$ cat src/rtl/fetch_unit_pkg.sv
// Shared definitions for the fetch stage and its control_unit neighbour.
// Latency: n/a (constants only).
// Backpressure: n/a.
package fetch_unit_pkg;

  // Fetch FSM encoding (2-bit)
  localparam logic [1:0] ST_IDLE  = 2'd0;
  localparam logic [1:0] ST_FETCH = 2'd1;
  localparam logic [1:0] ST_EXEC  = 2'd2;
  localparam logic [1:0] ST_HALT  = 2'd3;

  // Opcode / funct values decoded by control_unit from instr[31:26] / instr[5:0]
  localparam logic [5:0] OP_RTYPE = 6'h00;
  localparam logic [5:0] OP_J     = 6'h02;
  localparam logic [5:0] OP_JAL   = 6'h03;
  localparam logic [5:0] OP_BEQ   = 6'h04;
  localparam logic [5:0] OP_BNE   = 6'h05;
  localparam logic [5:0] FUNCT_JR = 6'h08;

  localparam logic [31:0] RESET_PC_DEFAULT = 32'h0000_0000;

endpackage

$ cat src/rtl/fetch_unit_next_pc_logic.sv
// Next-PC selection: JR > jump > taken branch > sequential.
// Latency: purely combinational.
// Backpressure: none; the caller decides when the result is committed.
// Ports: pc_i (current PC), instr_lo_i (instr[25:0]), pcsrc1/2/3_i (steering),
//        jr_tgt_i (jr_target[31:2]), pc_plus4_o, next_pc_o.
module next_pc_logic (
  input  logic [31:0] pc_i,
  input  logic [25:0] instr_lo_i,
  input  logic        pcsrc1_i,
  input  logic        pcsrc2_i,
  input  logic        pcsrc3_i,
  input  logic [29:0] jr_tgt_i,
  output logic [31:0] pc_plus4_o,
  output logic [31:0] next_pc_o
);

  logic [31:0] br_off;
  logic [31:0] br_target;
  logic [31:0] j_target;

  assign pc_plus4_o = pc_i + 32'd4;
  // Sign-extended word offset of the 16-bit immediate
  assign br_off     = {{14{instr_lo_i[15]}}, instr_lo_i[15:0], 2'b00};
  assign br_target  = pc_plus4_o + br_off;
  assign j_target   = {pc_plus4_o[31:28], instr_lo_i, 2'b00};

  always_comb begin
    next_pc_o = pc_plus4_o;
    if (pcsrc3_i) begin
      next_pc_o = {jr_tgt_i, 2'b00};
    end else if (pcsrc1_i) begin
      next_pc_o = j_target;
    end else if (pcsrc2_i) begin
      next_pc_o = br_target;
    end
  end

endmodule

$ cat src/rtl/fetch_unit.sv
// Instruction-fetch stage: holds the PC, reads imem via req/ack, presents instr for one EXEC cycle.
// Latency: 2 cycles/instruction minimum (FETCH + EXEC), plus one cycle per cycle of ack delay.
// Backpressure: stall holds EXEC (instr and pc frozen); missing ack for TIMEOUT cycles halts the unit.
// Ports: clk/rst_n; imem_req/imem_addr/imem_ack/imem_rdata to instruction memory;
//        instr/instr_valid/pc/pc_plus4 to decode; PCSrc1/2/3, jr_target, stall from control;
//        fetch_err sticky timeout flag.
module fetch_unit
  import fetch_unit_pkg::*;
#(
  parameter logic [31:0] RESET_PC = RESET_PC_DEFAULT,
  parameter int          TIMEOUT  = 255
) (
  input  logic        clk,
  input  logic        rst_n,
  output logic        imem_req,
  output logic [31:0] imem_addr,
  input  logic        imem_ack,
  input  logic [31:0] imem_rdata,
  output logic [31:0] instr,
  output logic        instr_valid,
  output logic [31:0] pc,
  output logic [31:0] pc_plus4,
  input  logic        PCSrc1,
  input  logic        PCSrc2,
  input  logic        PCSrc3,
  input  logic [31:0] jr_target,
  input  logic        stall,
  output logic        fetch_err
);

  localparam logic [31:0] CNT_LAST = 32'(TIMEOUT - 1);

  logic [1:0]  state_q, state_d;
  logic [31:0] pc_q, pc_d;
  logic [31:0] instr_q, instr_d;
  logic [31:0] cnt_q, cnt_d;
  logic [31:0] next_pc;

  next_pc_logic u_next_pc (
    .pc_i       (pc_q),
    .instr_lo_i (instr_q[25:0]),
    .pcsrc1_i   (PCSrc1),
    .pcsrc2_i   (PCSrc2),
    .pcsrc3_i   (PCSrc3),
    .jr_tgt_i   (jr_target[31:2]),
    .pc_plus4_o (pc_plus4),
    .next_pc_o  (next_pc)
  );

  always_comb begin
    state_d = state_q;
    pc_d    = pc_q;
    instr_d = instr_q;
    cnt_d   = cnt_q;
    case (state_q)
      ST_IDLE: state_d = ST_FETCH;
      ST_FETCH: begin
        if (imem_ack) begin
          instr_d = imem_rdata;
          cnt_d   = '0;
          state_d = ST_EXEC;
        end else if (cnt_q == CNT_LAST) begin
          state_d = ST_HALT;
        end else begin
          cnt_d = cnt_q + 32'd1;
        end
      end
      ST_EXEC: begin
        // Steering inputs only matter here, on the non-stalled cycle
        if (!stall) begin
          pc_d    = next_pc;
          state_d = ST_FETCH;
        end
      end
      default: state_d = ST_HALT; // HALT is left only through reset
    endcase
  end

  always_ff @(posedge clk or negedge rst_n) begin
    if (!rst_n) begin
      state_q <= ST_IDLE;
      pc_q    <= RESET_PC;
      instr_q <= '0;
      cnt_q   <= '0;
    end else begin
      state_q <= state_d;
      pc_q    <= pc_d;
      instr_q <= instr_d;
      cnt_q   <= cnt_d;
    end
  end

  assign imem_req    = (state_q == ST_FETCH);
  assign imem_addr   = pc_q;
  assign instr       = instr_q;
  assign instr_valid = (state_q == ST_EXEC);
  assign pc          = pc_q;
  assign fetch_err   = (state_q == ST_HALT);

endmodule

$ cat config.mk
export PLATFORM = sky130hd
export DESIGN_NAME = fetch_unit
export DESIGN_NICKNAME = d
export VERILOG_FILES = /design/src/rtl/fetch_unit_pkg.sv /design/src/rtl/fetch_unit_next_pc_logic.sv /design/src/rtl/fetch_unit.sv
export SDC_FILE = /design/constraint.sdc
export NUM_CORES = 1
export LEC_CHECK = 0
export CORE_ASPECT_RATIO = 0.9
export CORE_UTILIZATION = 45
export CTS_CLUSTER_DIAMETER = 100
export DETAILED_ROUTE_END_ITERATION = 10
export PLACE_DENSITY = 0.76
export SLEW_MARGIN = 30
export SYNTH_ARGS = -nofsm -noshare
export SYNTH_HDL_FRONTEND = slang
export SYNTH_SLANG_ARGS = --single-unit
$ cat constraint.sdc
create_clock -name clk -period 4.1 [get_ports clk]
set_input_delay 0.41 -clock clk [delete_from_list [all_inputs] [get_ports clk]]
set_output_delay 0.41 -clock clk [all_outputs]
set_load 0.03 [all_outputs]
# == Yosys cells after proc, flatten, opt, wreduce, memory -nomap -nowiden ==
# Index checks and enable logic that the tools add are counted.
# classes
n_eq_ne,7
n_mux,9
n_bitwise,1
n_reduce_logical,5
addsub,3
# ops
operator,count
$mux 32,5
$add 32x1->32 const B,1
$add 32x3->32 const B,1
$add 32x32->32,1
$eq 32x8->1 const B,1
$reduce_and 2->1,4
$mux 2,3
$pmux 2 s3,1
$eq 2x2->1 const B,2
$ne 2x2->1 const B,2
$ne 3x1->1 const B,1
$eq 2x1->1 const B,1
$logic_not 2->1,1
$not 1->1,1
# word_totals
output_inout_bits,131
register_bits,98
word_cells,29
in_bits,71

# == Logic depth before layout (Yosys ltp) ==
# depth
word_depth,5
depth_mapped,17
depth_no_buf,17

# == Hierarchy ==
# Synthesis repeated with hierarchy kept, for this count alone.
# hier_totals
hier_cells,889
area_unflattened_um2,7846.3
# modules_own_cells
module,cells_each,seq_area_each_um2,area_per_inst_um2,instances
fetch_unit,423,2452.4,4822.1,1
next_pc_logic,466,0.0,3024.2,1

# == Worst setup path before layout ==
# No wires, ideal clock.
# synth_timing
path_kind,register -> register
startpoint,reg pc_q[2] (netlist: imem_addr[2])
endpoint,reg pc_q[31] (netlist: imem_addr[31])
arrival_time_ps,4081
path_slack_ps,-73
path_stages_with_launch,17
n_path_buf,1
setup_ps,92
synth_period_minus_slack_ps,4173
required_ps,4008
path_cell_list,dfrtp_1 ha_1 nand4_1 nor2_1 nand3_1 xnor2_1 ha_1 clkbuf_2 a21o_1 a21o_1 a21oi_1 a31oi_1 o31ai_2 o41ai_2 xor2_1 and3_1 o31ai_2
# synth_via
elab_chain_len,5
# synth_lines
element,line,text
start: declaration,fetch_unit.sv:34,"logic [31:0] pc_q, pc_d;"
start signal: assignment,fetch_unit.sv:87,pc_q <= pc_d;
$add 32x3->32,fetch_unit_next_pc_logic.sv:21,assign pc_plus4_o = pc_i + 32'd4;
named net pc_plus4[16],fetch_unit.sv:22,"output logic [31:0] pc_plus4,"
$add 32x32->32,fetch_unit_next_pc_logic.sv:24,assign br_target = pc_plus4_o + br_off;
$mux 32,fetch_unit_next_pc_logic.sv:33,end else if (pcsrc2_i) begin
$mux 32,fetch_unit_next_pc_logic.sv:31,end else if (pcsrc1_i) begin
$mux 32,fetch_unit_next_pc_logic.sv:29,if (pcsrc3_i) begin
# The timed path passes the listed nets, and every way through them passes these cells.
# A chain may end at the register's enable or synchronous reset.

# == Worst setup path in the final report ==
# layout_timing
startpoint,reg pc_q[7] (netlist: imem_addr[7])
endpoint,reg pc_q[31] (netlist: imem_addr[31])
# layout_via
elab_chain_len,5
# layout_lines
element,line
$add 32x3->32 (*),fetch_unit_next_pc_logic.sv:21
$add 32x32->32,fetch_unit_next_pc_logic.sv:24
$mux 32,fetch_unit_next_pc_logic.sv:33
$mux 32 (*),fetch_unit_next_pc_logic.sv:31
$mux 32 (*),fetch_unit_next_pc_logic.sv:29
# Every way passes the cells marked *; elsewhere a longest branch is shown, timed or not.

==> results.ini <==
[timing]
hold_viol=0
finClkSkew_ps=11.6
rsz0062_at_grt=yes
whs_ps=60.9
slew_violations=0
tightestPinTransition_ps=926
finalSetupViolations=0
finalCritPeriodShare_pct=94.0
setup_slack_ps=245
min_period_ps=3850
clock.fmax_ghz=0.259
max_slew_margin_pct=38.3

[floorplanning]
fp.dieW_um=136
fp.dieArea_um2=16800
ioPinCount=202
rows=43
die_height_um=123
start_util_pct=46.7
core_area_um2=15700

[route]
drtIter0Drc=607
route.met3.wl_um=1660
wl_met1_um=10300
drt_drc_violations_left=0
ant_nets=0
top_layer=met4
wl_per_cell_um=18.4
vias_per_cell=5.79
route.met2.wl_um=10500
drtPass1Iterations=5
dr_total_vias=7161
wirelength_um=22700

[clock_network]
clock_latency_ps=360
cts_tree=done
cts_root_buffer=clkbuf_16
cts.reportedPaths.clkPinSlew_ps=80
numCtsBuffers=9
htreeDepth=3
clock_path_buffers=2
holdBufCountCts=0
cts.sink_count=96

[power_and_ir_drop]
power.density_nw_per_um2=926
p_leak_nw=4.10
irDropWorstVdd_uv=550

[global_routing]
grt_pass1_wl_um=36000
antenna_found_initial=2
grt_pass1_vias=6644
grt_max_degree=72
grtUsageTotal_pct=27.8
grt_overflow=0

[critical_path]
crit_chain=nand4_1 > nor3_4 > and3_1 > nand4_1 > nor2_1 > xor2_1 > ha_1 > inv_1 > o21bai_1 > a21oi_1 > o21ai_0 > nor2_1 > o41ai_4 > xor2_1 > and3_1 > o31ai_2
worstSetupPathType=reg -> reg
max_stage_delay_ps=480
cp.required_ps=4360
slowest_stage=dfrtp_1
worst_setup_path_end_kind=flip-flop
start_kind=flip-flop
cp_max_fo=7
cp.arrival_ps=4110

[placed_design]
gp_congestion=0.923
postPlaceCellArea_um2=9290
place_inst=1215
pre_cts_ws_ps=138
dp_hpwl_um=16900
portBuffers=193

[worst_hold_path]
hold_class=in -> async

[synthesis]
synthArstFlopShare_pct=100
synth.most_common_cell=dfrtp_1
yosys.cell_types.count=69
yosys-top-cells-area=dfrtp_1, ha_1, mux2_2
yosysWarnings=0
ys_seq_area_share_pct=32.8
netlist_area_um2=7320
syn_avg_cell_area_um2=8.49
yosysTopAreaCell=dfrtp_1
synth_edf_count=0
synthCells=862
synth_seq_cells=96
synth_ff_type=dfrtp_1
synth_top_area_share_pct=32.8
synth_top_cells_by_count=dfrtp_1, nand2_1, nor2_1, o21ai_0, a21oi_1

[cells_and_area]
syn2layout_area_growth_pct=32.1
multi_input_area_um2=4470
fin_area_um2=9670
drive_gt1_share_pct=11.0
seqCellArea_um2=2400
finalNetCount=1137
fill_cells=1360
layout.cells.non_filler=1236

[job]
maxCapViolations=0

[outcome]
status=complete, no violations

## report_power, final
group          total [W]  switching, W  leakage (nW)  internal (W)
logic            0.00636       0.00369          2.75       0.00267
clock network   0.000852      0.000414         0.141      0.000438
registers        0.00174      0.000471          1.21       0.00127
total            0.00895       0.00458          4.10       0.00437
## timing repair
item                                    4_1_cts  5_1_grt
endpoints found under the setup margin        0        4
buffers inserted                              0        3
resized for setup                             0       13
## metal layers
layer,GRT usage [%],up-vias
li1,-,3417
met2,43.1,250
met1,40.6,3481
met3,5.17,13
met4,4.79,0
met5,0,-
## cells in the final DEF (no fill, tap or decap), types with 24 or more instances in the layout
cell and count:
a21oi_1 67, buf_4 31, clkdlybuf4s50_1 192, dfrtp_1 94, ha_1 36, mux2_2 32, nand2_1 89, nand3_1 35
nor2_1 69, o21ai_0 67, xnor2_1 24
## critical path, delay by kind of cell (launching register included)
family / cells / cell delay, ps
buffers and inverters: 1 / 120
adder cells (fa/ha/maj): 1 / 330
XOR/XNOR: 2 / 450
AND/OR/NAND/NOR: 7 / 1670
flip-flops: 1 / 480
AO/OA/AOI/OAI: 5 / 720
## registers in the layout, indices dropped and copies added (netlist names)
| name | cells |
|---|---|
| imem_addr | 30 |
| state_q | 2 |
| cnt_q | 32 |
| instr | 32 |
## path summary, 6_finish.rpt
check	startpoint	end	slack (ps)	depth (start not counted)
min in group clk	cnt_q[4]	cnt_q[4]	500	1
hold / removal	rst_n	instr[31]	60	1
hold reg to reg	cnt_q[4]	cnt_q[4]	500	1
max in group asynchronous	rst_n	imem_addr[16]	3210	2
setup reg to reg	imem_addr[7]	imem_addr[31]	250	16
setup / recovery	imem_addr[7]	imem_addr[31]	250	16
## cell type report
cell class,instances,share of cell area [%]
sequential,96,24.9
multi-input combinational,675,46.2
clock buffer,10,2.47
tap,202,2.61
antenna,2,0.0518
timing repair buffer,224,22.4
inverter,21,0.816
clock inverter,6,0.518
## logic make-up (layout without fill, tap and decap cells)
logic type | Yosys count | in the layout | share of synthesized area [%]
buf+inv | 96 | 261 | 7.25
compound gates | 251 | 251 | 22.3
mux | 39 | 39 | 5.88
xor+xnor | 50 | 50 | 5.99
flops | 96 | 96 | 32.8
other cells | 1 | 8 | 0.0513
simple gates | 290 | 290 | 18.9
fa+ha+maj | 39 | 39 | 6.77
## through the flow
step                      total power (W)  TNS, ps  util (%)
after floorplan                   0.00599        0         -
after detailed placement          0.00800        0      59.3
after global placement            0.00792        0      59.3
after global routing              0.00956    -71.5      61.7
after CTS                         0.00887        0      61.2
final                             0.00895        0      61.7
Note: power is estimated with default switching activity, not from simulation.
